$ cat config.mk
export PLATFORM = sky130hd
export DESIGN_NAME = store_rmw_ctrl
export DESIGN_NICKNAME = d
export VERILOG_FILES = /design/src/rtl/store_ctrl_pkg.sv /design/src/rtl/mem_wait_counter.sv /design/src/rtl/store_rmw_ctrl.sv
export SDC_FILE = /design/constraint.sdc
export NUM_CORES = 1
export LEC_CHECK = 0
export ABC_CLOCK_PERIOD_IN_PS = 1900
export CORE_UTILIZATION = 40
export DETAILED_ROUTE_END_ITERATION = 8
export GPL_ROUTABILITY_DRIVEN = 0
export GPL_TIMING_DRIVEN = 0
export PLACE_DENSITY = 0.78
export SETUP_SLACK_MARGIN = 0.2
export SYNTH_ARGS = -nofsm -noshare
export SYNTH_HDL_FRONTEND = slang
export SYNTH_SLANG_ARGS = --single-unit
$ cat constraint.sdc
create_clock -name clk -period 1.9 [get_ports clk]
set_input_delay 0.38 -clock clk [delete_from_list [all_inputs] [get_ports clk]]
set_output_delay 0.38 -clock clk [all_outputs]
set_load 0.005 [all_outputs]
$ cat src/rtl/store_ctrl_pkg.sv
// Shared definitions for the store sequencer and the store-size merge unit.
//   - 3-bit state encoding of the store read-modify-write FSM
//   - store-size codes, used both as store_kind and as ss_control
//   - is_rmw(): true for the kinds that need the target word read first
package store_ctrl_pkg;

  localparam logic [2:0] ST_IDLE  = 3'd0;
  localparam logic [2:0] ST_RD    = 3'd1;
  localparam logic [2:0] ST_WAIT  = 3'd2;
  localparam logic [2:0] ST_LATCH = 3'd3;
  localparam logic [2:0] ST_WRITE = 3'd4;
  localparam logic [2:0] ST_DONE  = 3'd5;

  localparam logic [1:0] SS_NONE = 2'b00;
  localparam logic [1:0] SS_B    = 2'b01;
  localparam logic [1:0] SS_H    = 2'b10;
  localparam logic [1:0] SS_W    = 2'b11;

  // Byte and halfword stores must merge into the existing word.
  function automatic logic is_rmw(input logic [1:0] kind);
    return (kind == SS_B) || (kind == SS_H);
  endfunction

endpackage

$ cat src/rtl/mem_wait_counter.sv
// Down-counter that paces the memory read latency.
//   clk, reset : clock, synchronous active-high reset (count -> 0)
//   load       : load load_val (has priority over en)
//   load_val   : value loaded on load
//   en         : decrement by one; holds at zero instead of wrapping
//   zero       : count is zero
module mem_wait_counter #(
  parameter int CNT_W = 4
) (
  input  logic             clk,
  input  logic             reset,
  input  logic             load,
  input  logic [CNT_W-1:0] load_val,
  input  logic             en,
  output logic             zero
);

  logic [CNT_W-1:0] cnt;

  always_ff @(posedge clk) begin
    if (reset) begin
      cnt <= '0;
    end else if (load) begin
      cnt <= load_val;
    end else if (en && (cnt != '0)) begin
      cnt <= cnt - 1'b1;
    end
  end

  assign zero = (cnt == '0);

endmodule

$ cat src/rtl/store_rmw_ctrl.sv
// Sequencer for partial-word stores in the multicycle datapath.
// SB/SH read the target word into MemDataReg, then write back the word
// merged by the store-size unit; SW writes B directly; kind 00 completes
// immediately with err.
//   clk, reset  : clock, synchronous active-high reset
//   start       : store request, sampled only in IDLE
//   store_kind  : 01=SB 10=SH 11=SW 00=illegal, sampled with start
//   busy        : high in every state except IDLE
//   done, err   : one-cycle completion pulse; err with done for kind 00
//   mem_rd      : memory read strobe
//   mdr_load    : MemDataReg load enable
//   mem_wr      : memory write strobe
//   ss_control  : merge-unit select, latched kind while busy, 00 in IDLE
// All outputs are decoded from state and the latched kind only.
module store_rmw_ctrl
  import store_ctrl_pkg::*;
#(
  parameter int MEM_RD_LAT = 1,
  parameter int CNT_W      = 4
) (
  input  logic       clk,
  input  logic       reset,
  input  logic       start,
  input  logic [1:0] store_kind,
  output logic       busy,
  output logic       done,
  output logic       err,
  output logic       mem_rd,
  output logic       mdr_load,
  output logic       mem_wr,
  output logic [1:0] ss_control
);

  // WAIT is entered with MEM_RD_LAT-1 and left when the count reads zero,
  // so it lasts exactly MEM_RD_LAT cycles.
  localparam logic [CNT_W-1:0] WAIT_INIT = CNT_W'(MEM_RD_LAT - 1);

  logic [2:0] state;
  logic [2:0] state_nxt;
  logic [1:0] kind_q;
  logic       cnt_load;
  logic       cnt_en;
  logic       cnt_zero;

  assign cnt_load = (state == ST_RD);
  assign cnt_en   = (state == ST_WAIT);

  mem_wait_counter #(
    .CNT_W(CNT_W)
  ) u_wait_cnt (
    .clk      (clk),
    .reset    (reset),
    .load     (cnt_load),
    .load_val (WAIT_INIT),
    .en       (cnt_en),
    .zero     (cnt_zero)
  );

  // State and latched kind. The kind is captured only when a request is
  // accepted, so later changes on store_kind cannot disturb ss_control.
  // NOTE: clocked state uses non-blocking assignments so every register
  // updates from pre-edge values regardless of statement order.
  always_ff @(posedge clk) begin
    if (reset) begin
      state  <= ST_IDLE;
      kind_q <= SS_NONE;
    end else begin
      state <= state_nxt;
      if ((state == ST_IDLE) && start) begin
        kind_q <= store_kind;
      end
    end
  end

  // Next-state logic.
  // NOTE: state_nxt gets a default before the case so every path assigns
  // it and no latch is inferred.
  always_comb begin
    state_nxt = state;
    case (state)
      ST_IDLE: begin
        if (start) begin
          if (is_rmw(store_kind))          state_nxt = ST_RD;
          else if (store_kind == SS_W)     state_nxt = ST_WRITE;
          else                             state_nxt = ST_DONE;
        end
      end
      ST_RD:    state_nxt = ST_WAIT;
      ST_WAIT:  if (cnt_zero) state_nxt = ST_LATCH;
      ST_LATCH: state_nxt = ST_WRITE;
      ST_WRITE: state_nxt = ST_DONE;
      ST_DONE:  state_nxt = ST_IDLE;
      default:  state_nxt = ST_IDLE;
    endcase
  end

  // Moore output decode; one strobe per state keeps mem_rd, mdr_load and
  // mem_wr mutually exclusive by construction.
  always_comb begin
    busy       = (state != ST_IDLE);
    done       = 1'b0;
    err        = 1'b0;
    mem_rd     = 1'b0;
    mdr_load   = 1'b0;
    mem_wr     = 1'b0;
    ss_control = SS_NONE;
    if (state != ST_IDLE) begin
      ss_control = kind_q;
    end
    case (state)
      ST_RD:    mem_rd   = 1'b1;
      ST_LATCH: mdr_load = 1'b1;
      ST_WRITE: mem_wr   = 1'b1;
      ST_DONE: begin
        done = 1'b1;
        err  = (kind_q == SS_NONE);
      end
      default: ;
    endcase
  end

endmodule
* After elaboration in Yosys (flattened, before gate mapping)
Index checks and enable logic that the tools add are counted.
Widths: inputs -> output; s select.
** Cells by class
- Add/subtract/negate cells :: 1
- Eq/ne operators :: 10
- Muxes and demuxes :: 11
- Reductions and logical operators :: 10
** Operators with widths (number)
- $pmux 3 s5 :: 1
- $mux 3 :: 3
- $eq 3x2->1 const B :: 2
- $eq 3x3->1 const B :: 2
- $mux 1 :: 6
- $eq 2x2->1 const B :: 2
- $logic_not 4->1 :: 1
- $ne 2x2->1 const B :: 2
- $reduce_bool 4->1 :: 1
- $sub 4x1->4 const B :: 1
- $eq 3x1->1 const B :: 1
- $logic_not 3->1 :: 1
- $reduce_bool 3->1 :: 1
- $eq 2x1->1 const B :: 1
- $logic_and 1x1->1 :: 2
- $logic_not 2->1 :: 1
- $mux 2 :: 1
- $reduce_and 2->1 :: 1
- $reduce_or 2->1 :: 1
- $logic_or 1x1->1 :: 1
** Storage, ports and cells
- Bits in registers :: 9
- Output and inout bits :: 8
- Logic and storage cells :: 35

* Depth between registers and ports, before layout
Gate-level depths: netlist of run 1.
- Depth after elaboration :: 5
- Gate-level depth with buffers :: 5
- Depth with buffers taken out :: 5

* Modules after synthesis
Synthesis of run 1 repeated with hierarchy kept, for this count alone.
** Unflattened totals
- Cell total of the unflattened synthesis :: 65
- Area, all modules :: 603.1 sq um
** By module, submodules not included
- store_rmw_ctrl :: times used 1, cells an instance 36, area each 340.3 sq um, sequential area each 100.1 sq um
- mem_wait_counter :: times used 1, cells an instance 29, area each 262.8 sq um, sequential area each 80.1 sq um

* Worst setup path before layout of run 1
No wires, ideal clock.
- Kind :: register -> output
- Start :: register state[0]
- End :: output port ss_control[0]
- Data arrival time :: 1.019 ns
- Data required time :: 1.520 ns
- Slack :: 0.501 ns
- Stages on the path, launching flop included :: 4
- Path buffers :: 1
- Path through :: dfxtp_1 > buf_6 > or3_1 > and2_1
** On the way
- Longest elaborated chain between the ends :: 2
** Ends and longest elaborated chain
- start: declaration :: RTL line store_rmw_ctrl.sv:38 : logic [2:0] state;
- start signal: assignment :: RTL line store_rmw_ctrl.sv:68 : state <= state_nxt;
- $reduce_bool 3->1
- via busy :: RTL line store_rmw_ctrl.sv:25 : output logic busy,
- $mux 2 :: RTL line store_rmw_ctrl.sv:107 : if (state != ST_IDLE) begin
- end: declaration :: RTL line store_rmw_ctrl.sv:31 : output logic [1:0] ss_control
The timed path passes the listed nets, and every way through them passes these cells.

* Final worst setup path of run 1
- Start :: register state[0]
- End :: output port ss_control[1]
** On the way
- Longest elaborated chain between the ends :: 2
** Ends and longest elaborated chain (RTL line)
- $reduce_bool 3->1 :: store_rmw_ctrl.sv:107
- $mux 2 :: store_rmw_ctrl.sv:107
No other way between the ends.

==> impl_metrics.env, run 1 <==
export IMPL_vias=529
export IMPL_vias_per_cell=5.34
export IMPL_io_buffers=12
export IMPL_htreeDepth=1
export IMPL_cts_tree="built"
export IMPL_cap_violations=0
export IMPL_yosys_area_share_adder_pct=4.62
export IMPL_root_buffer="clkbuf_4"
export IMPL_yosysWarnings=0
export IMPL_cts_inserted_buffers=3
export IMPL_synthFlopType="dfxtp_1"
export IMPL_synth_edf_count=0
export IMPL_total_power_uw=588
export IMPL_slew_headroom_pct=73.1
export IMPL_synth_top_area_share_pct=33.3
export IMPL_synth_top_family_by_area="simple AND/OR/NAND/NOR gates"
export IMPL_drv_slew=0
export IMPL_ys_ff_latch=9
export IMPL_cp_data_arrival_time_ns=1.35
export IMPL_antenna_found_initial=0
export IMPL_powerDensity_nw_per_um2=741
export IMPL_rrSetupSlack_ns=0.42
export IMPL_worstPathRequired_ns=1.52
export IMPL_die_y_microns=38.8
export IMPL_synth_area_leaders="dfxtp_1, a21oi_1, ha_1"
export IMPL_synth_simple_area_share_pct=34.6
export IMPL_die_w_microns=38.8
export IMPL_muxShareOfSynthArea_pct=3.70
export IMPL_hp_class="reg -> reg"
export IMPL_fin_nets=93
export IMPL_setup_viol=0
export IMPL_track_usage_pct=18.9
export IMPL_synth_most_common_cell="dfxtp_1"
export IMPL_period_needed_ns=1.73
export IMPL_worstSkewPairLatency_ns=0.26
export IMPL_path_max_fanout=4
export IMPL_yosysSeqAreaShare_pct=33.3
export IMPL_drt_total_wl_microns=1190
export IMPL_hold_violations=0
export IMPL_grt_pass1_wl_microns=1930
export IMPL_path_class="reg -> out"
export IMPL_critPathLaunch="state[0]"
export IMPL_core_sq_um=1190
export IMPL_fp_row_count=12
export IMPL_initial_core_util_pct=45.7
export IMPL_vdd_drop_max_uv=411
export IMPL_async_flop_share_pct=0
export IMPL_drive_gt1_share_pct=37.6
export IMPL_avgSynthCellArea_sq_um=9.18
export IMPL_p_leak_nw=0.375
export IMPL_drtPass1Iterations=4
export IMPL_r2r_cells=5
export IMPL_syn_cell_area_sq_um=542
export IMPL_fmax_ghz=0.580
export IMPL_hold_ws_ns=0.492
export IMPL_ant_nets=0
export IMPL_endpoint="ss_control[1]"
export IMPL_tightest_slew_ns=0.402
export IMPL_dp_hpwl_microns=819
export IMPL_ys_top_cells_by_count="dfxtp_1, a21oi_1, inv_1, nor2_1"
export IMPL_synth_top_area_cell="dfxtp_1"
export IMPL_drc_errors=0
export IMPL_rsz0062_at_grt="yes"
export IMPL_skew_ns=0.0125
export IMPL_initialDrtViolationCount=9
export IMPL_finalSetupTns_ns=0
export IMPL_ios=13
export IMPL_grt_max_degree=8
export IMPL_outcome="completed"
export IMPL_routedWlPerCell_microns=12.0
export IMPL_r2r_start="u_wait_cnt.cnt[0]"
export IMPL_syn_num_nets=66
export IMPL_cp_start_kind="flop"
export IMPL_cts_sinks=9
export IMPL_area_growth_pct=46.4
export IMPL_crit_path_end_kind="output port"
export IMPL_die_area_sq_um=1510
export IMPL_grt_pass1_vias=454
export IMPL_synth_compound_area_share_pct=14.5
export IMPL_overflow=0
export IMPL_diodes=0
export IMPL_path_clk_slew_ns=0.06
export IMPL_clk_path_buf_depth=2
export IMPL_r2r_end="u_wait_cnt.cnt[1]"
export IMPL_min_period_over_period_pct=90.8
export IMPL_synth_xor_area_share_pct=1.62
export IMPL_postLayoutCellArea_sq_um=793
export IMPL_syn_inst=59
export IMPL_holdPathStages=2
export IMPL_place_area_sq_um=679
export IMPL_synth_distinct_cells=29
[final cells by class]
type,instances,area [sq um]
flip-flops and latches,9,184
inverters,4,15.0
fillers,97,393
well taps,14,17.5
plain buffers,3,33.8
clock buffers,4,26.3
repair buffers,22,176
multi-input cells,43,340
[cells by family after synthesis]
group                    Yosys count
AO/OA/AOI/OAI                     12
XOR/XNOR                           1
adder cells (fa/ha/maj)            2
buffers and inverters              7
flip-flops                         9
multiplexers                       2
AND/OR/NAND/NOR                   26
[critical path, stage by stage, from the launching register on]
cell     delay [ns]
dfxtp_2        0.33
buf_6          0.12
or3_4          0.39
and2_4         0.15
buf_6          0.10
[worst min-delay path by stage]
stage                      startpoint           endpoint  slack, ns
floorplan                       reset           state[2]       0.45
global placement    u_wait_cnt.cnt[3]  u_wait_cnt.cnt[3]       0.48
detailed placement  u_wait_cnt.cnt[3]  u_wait_cnt.cnt[3]       0.49
CTS                 u_wait_cnt.cnt[3]  u_wait_cnt.cnt[3]       0.49
global route        u_wait_cnt.cnt[3]  u_wait_cnt.cnt[3]       0.52
finish              u_wait_cnt.cnt[3]  u_wait_cnt.cnt[3]       0.49
[routing by layer]
metal	GRT usage, %	share of wire, %	vias to the layer above
li1	-	-	264
met1	24.8	46	254
met2	30.0	49	11
met3	8.67	4.8	0
met4	0	0	0
met5	0	0	-
[cell usage in the layout (no fill, tap or decap), types with 2 or more instances in the layout]
cell             n
a21oi_1          6
nor3b_2          3
clkdlybuf4s50_1  4
ha_1             2
o21ai_0          2
nor3_1           3
nor2_1           4
and2_4           2
nand3_1          2
dlygate4sd2_1    4
nor2b_1          2
buf_6            4
buf_2            2
inv_1            4
clkbuf_4         3
dfxtp_1          6
clkbuf_2         2
dfxtp_2          3
buf_4            8
mux2i_1          2
[through the flow]
stage | utilization, % | instances | setup slack (ns)
after floorplan | - | 59 | 0.501
after global placement | 57.3 | 85 | 0.0798
after detailed placement | 57.3 | 85 | 0.0618
after CTS | 66.1 | 98 | 0.0679
after global routing | 66.9 | 99 | 0.144
final | 66.9 | 99 | 0.174
[sequential cells by signal (all words and copies together), names as in the netlist]
| register | flops |
|---|---|
| kind_q | 2 |
| state | 3 |
| u_wait_cnt.cnt | 4 |
[power breakdown]
part | internal [mW] | switching [mW]
combinational | 0.134 | 0.0937
sequential | 0.205 | 0.0106
clock | 0.0807 | 0.0642
total | 0.420 | 0.168
[what timing repair did]
item,in CTS,in global routing
setup buffers,7,1
resized for setup,22,5
pin swaps,2,2
cloned,2,0
hold buffers,0,0
endpoints found under the setup margin,8,4
Note: power is estimated with default switching activity, not from simulation.
==> run 2: changes to the inputs <==
- ABC_CLOCK_PERIOD_IN_PS: 1900 -> 1800
- PLACE_DENSITY: 0.78 -> 0.77
- clock period: 1.9 -> 1.8 ns (I/O delays scaled with it)
==> impl_metrics.env, run 2 (synthesis results as in run 1) <==
export IMPL_outcome="completed"
export IMPL_period_needed_ns=1.71
export IMPL_path_buf_inv=2
export IMPL_skew_ns=0.00728
export IMPL_track_usage_pct=18.9
export IMPL_crit_path_end_kind="output port"
export IMPL_final_cell_mix="buf_4, a21oi_1, dfxtp_1"
export IMPL_diodes=0
export IMPL_worstSkewPairLatency_ns=0.26
export IMPL_dp_hpwl_microns=762
export IMPL_fillCellCount=95
export IMPL_drc_errors=0
export IMPL_post_route_util_pct=66.6
export IMPL_largest_registers="u_wait_cnt.cnt (4), state (3), kind_q (2)"
export IMPL_path_class="reg -> out"
export IMPL_grt_pass1_vias=463
export IMPL_crit_chain="buf_6 -> or3_4 -> and2_4 -> buf_6"
export IMPL_multiInputGateArea_sq_um=340
export IMPL_die_y_microns=38.8
export IMPL_antenna_found_initial=0
export IMPL_hold_violations=0
export IMPL_placed_cells=85
export IMPL_fin_nets=93
export IMPL_dp_slack_ns=-0.0141
export IMPL_cts_inserted_buffers=3
export IMPL_cap_violations=0
export IMPL_max_stage_delay_ns=0.39
export IMPL_drt_total_wl_microns=1160
export IMPL_crit_top_cell="buf_6"
export IMPL_slew_headroom_pct=71.2
export IMPL_total_power_uw=622
export IMPL_die_area_sq_um=1510
export IMPL_grt_max_degree=10
export IMPL_postLayoutCellArea_sq_um=790
export IMPL_drive_gt1_share_pct=40.0
export IMPL_drv_slew=0
export IMPL_hold_ws_ns=0.491
export IMPL_powerDensity_nw_per_um2=788
export IMPL_final_common_cell="buf_4"
export IMPL_place_area_sq_um=679
export IMPL_ios=13
export IMPL_initialDrtViolationCount=12
export IMPL_die_w_microns=38.8
export IMPL_cp_data_arrival_time_ns=1.35
export IMPL_grt_pass1_wl_microns=1860
export IMPL_hp_class="reg -> reg"
export IMPL_core_sq_um=1190
export IMPL_min_period_over_period_pct=94.9
export IMPL_fp_row_count=12
export IMPL_ant_nets=0
export IMPL_path_max_fanout=5
export IMPL_tightest_slew_ns=0.431
export IMPL_vias=504
export IMPL_top_register="u_wait_cnt.cnt"
export IMPL_finalSetupTns_ns=0
export IMPL_overflow=0
export IMPL_seqCellArea_sq_um=184
export IMPL_cts_tree="built"
export IMPL_vdd_drop_max_uv=500
export IMPL_cp_start_kind="flop"
export IMPL_initial_core_util_pct=45.7
export IMPL_io_buffers=12
export IMPL_path_clk_slew_ns=0.06
export IMPL_crit_slowest_cell="or3_4"
export IMPL_setup_viol=0
export IMPL_fmax_ghz=0.585
export IMPL_vias_per_cell=5.09
export IMPL_routedWlPerCell_microns=11.7
export IMPL_htreeDepth=1
export IMPL_cp_top_family="simple AND/OR/NAND/NOR gates"
export IMPL_root_buffer="clkbuf_4"
export IMPL_worstPathRequired_ns=1.44
export IMPL_rsz0062_at_grt="yes"
export IMPL_finalWorstSetupSlack_ns=0.0914
export IMPL_instances_no_fill=99
export IMPL_largest_reg_flops=4
export IMPL_clk_path_buf_depth=2
export IMPL_drtPass1Iterations=4
export IMPL_cts_sinks=9
export IMPL_p_leak_nw=0.375
export IMPL_area_growth_pct=45.7
run 2: cell type report:
| class | instances | area share (%) |
|---|---|---|
| inverter | 4 | 1.90 |
| sequential | 9 | 23.3 |
| tap | 14 | 2.22 |
| buffer | 3 | 4.28 |
| multi-input combinational | 43 | 43.1 |
| clock buffer | 4 | 3.33 |
| timing repair buffer | 22 | 21.9 |
run 2: where the power goes:
| group | internal, mW | switching [mW] |
|---|---|---|
| Sequential | 0.217 | 0.0124 |
| Combinational | 0.143 | 0.0979 |
| Clock | 0.0852 | 0.0669 |
| Total | 0.445 | 0.177 |
run 2: path summary, 6_finish.rpt:
path	start	depth (start not counted)	slack, ns	end
worst max-delay path	state[2]	4	0.09	ss_control[1]
worst min-delay path	u_wait_cnt.cnt[3]	2	0.49	u_wait_cnt.cnt[3]
worst max register to register	u_wait_cnt.cnt[0]	5	0.30	u_wait_cnt.cnt[1]
worst min register to register	u_wait_cnt.cnt[3]	2	0.49	u_wait_cnt.cnt[3]
run 2: tightest hold or removal path: stages (launching register included):
cell     delay [ns]
dfxtp_1        0.34
o41ai_2        0.05
a21oi_1        0.05
run 2: layer usage:
| metal | share of wire (%) | GRT usage [%] |
|---|---|---|
| met3 | 4.9 | 6.94 |
| met4 | 1.6 | 10.3 |
| met5 | 0 | 0 |
| met2 | 48 | 28.3 |
| met1 | 46 | 23.0 |
run 2: what timing repair did:
action,4_1_cts,5_1_grt
pin swaps,2,2
setup buffers,7,3
gates resized for setup,28,4
endpoints found under the setup margin,8,5
hold buffers,0,0
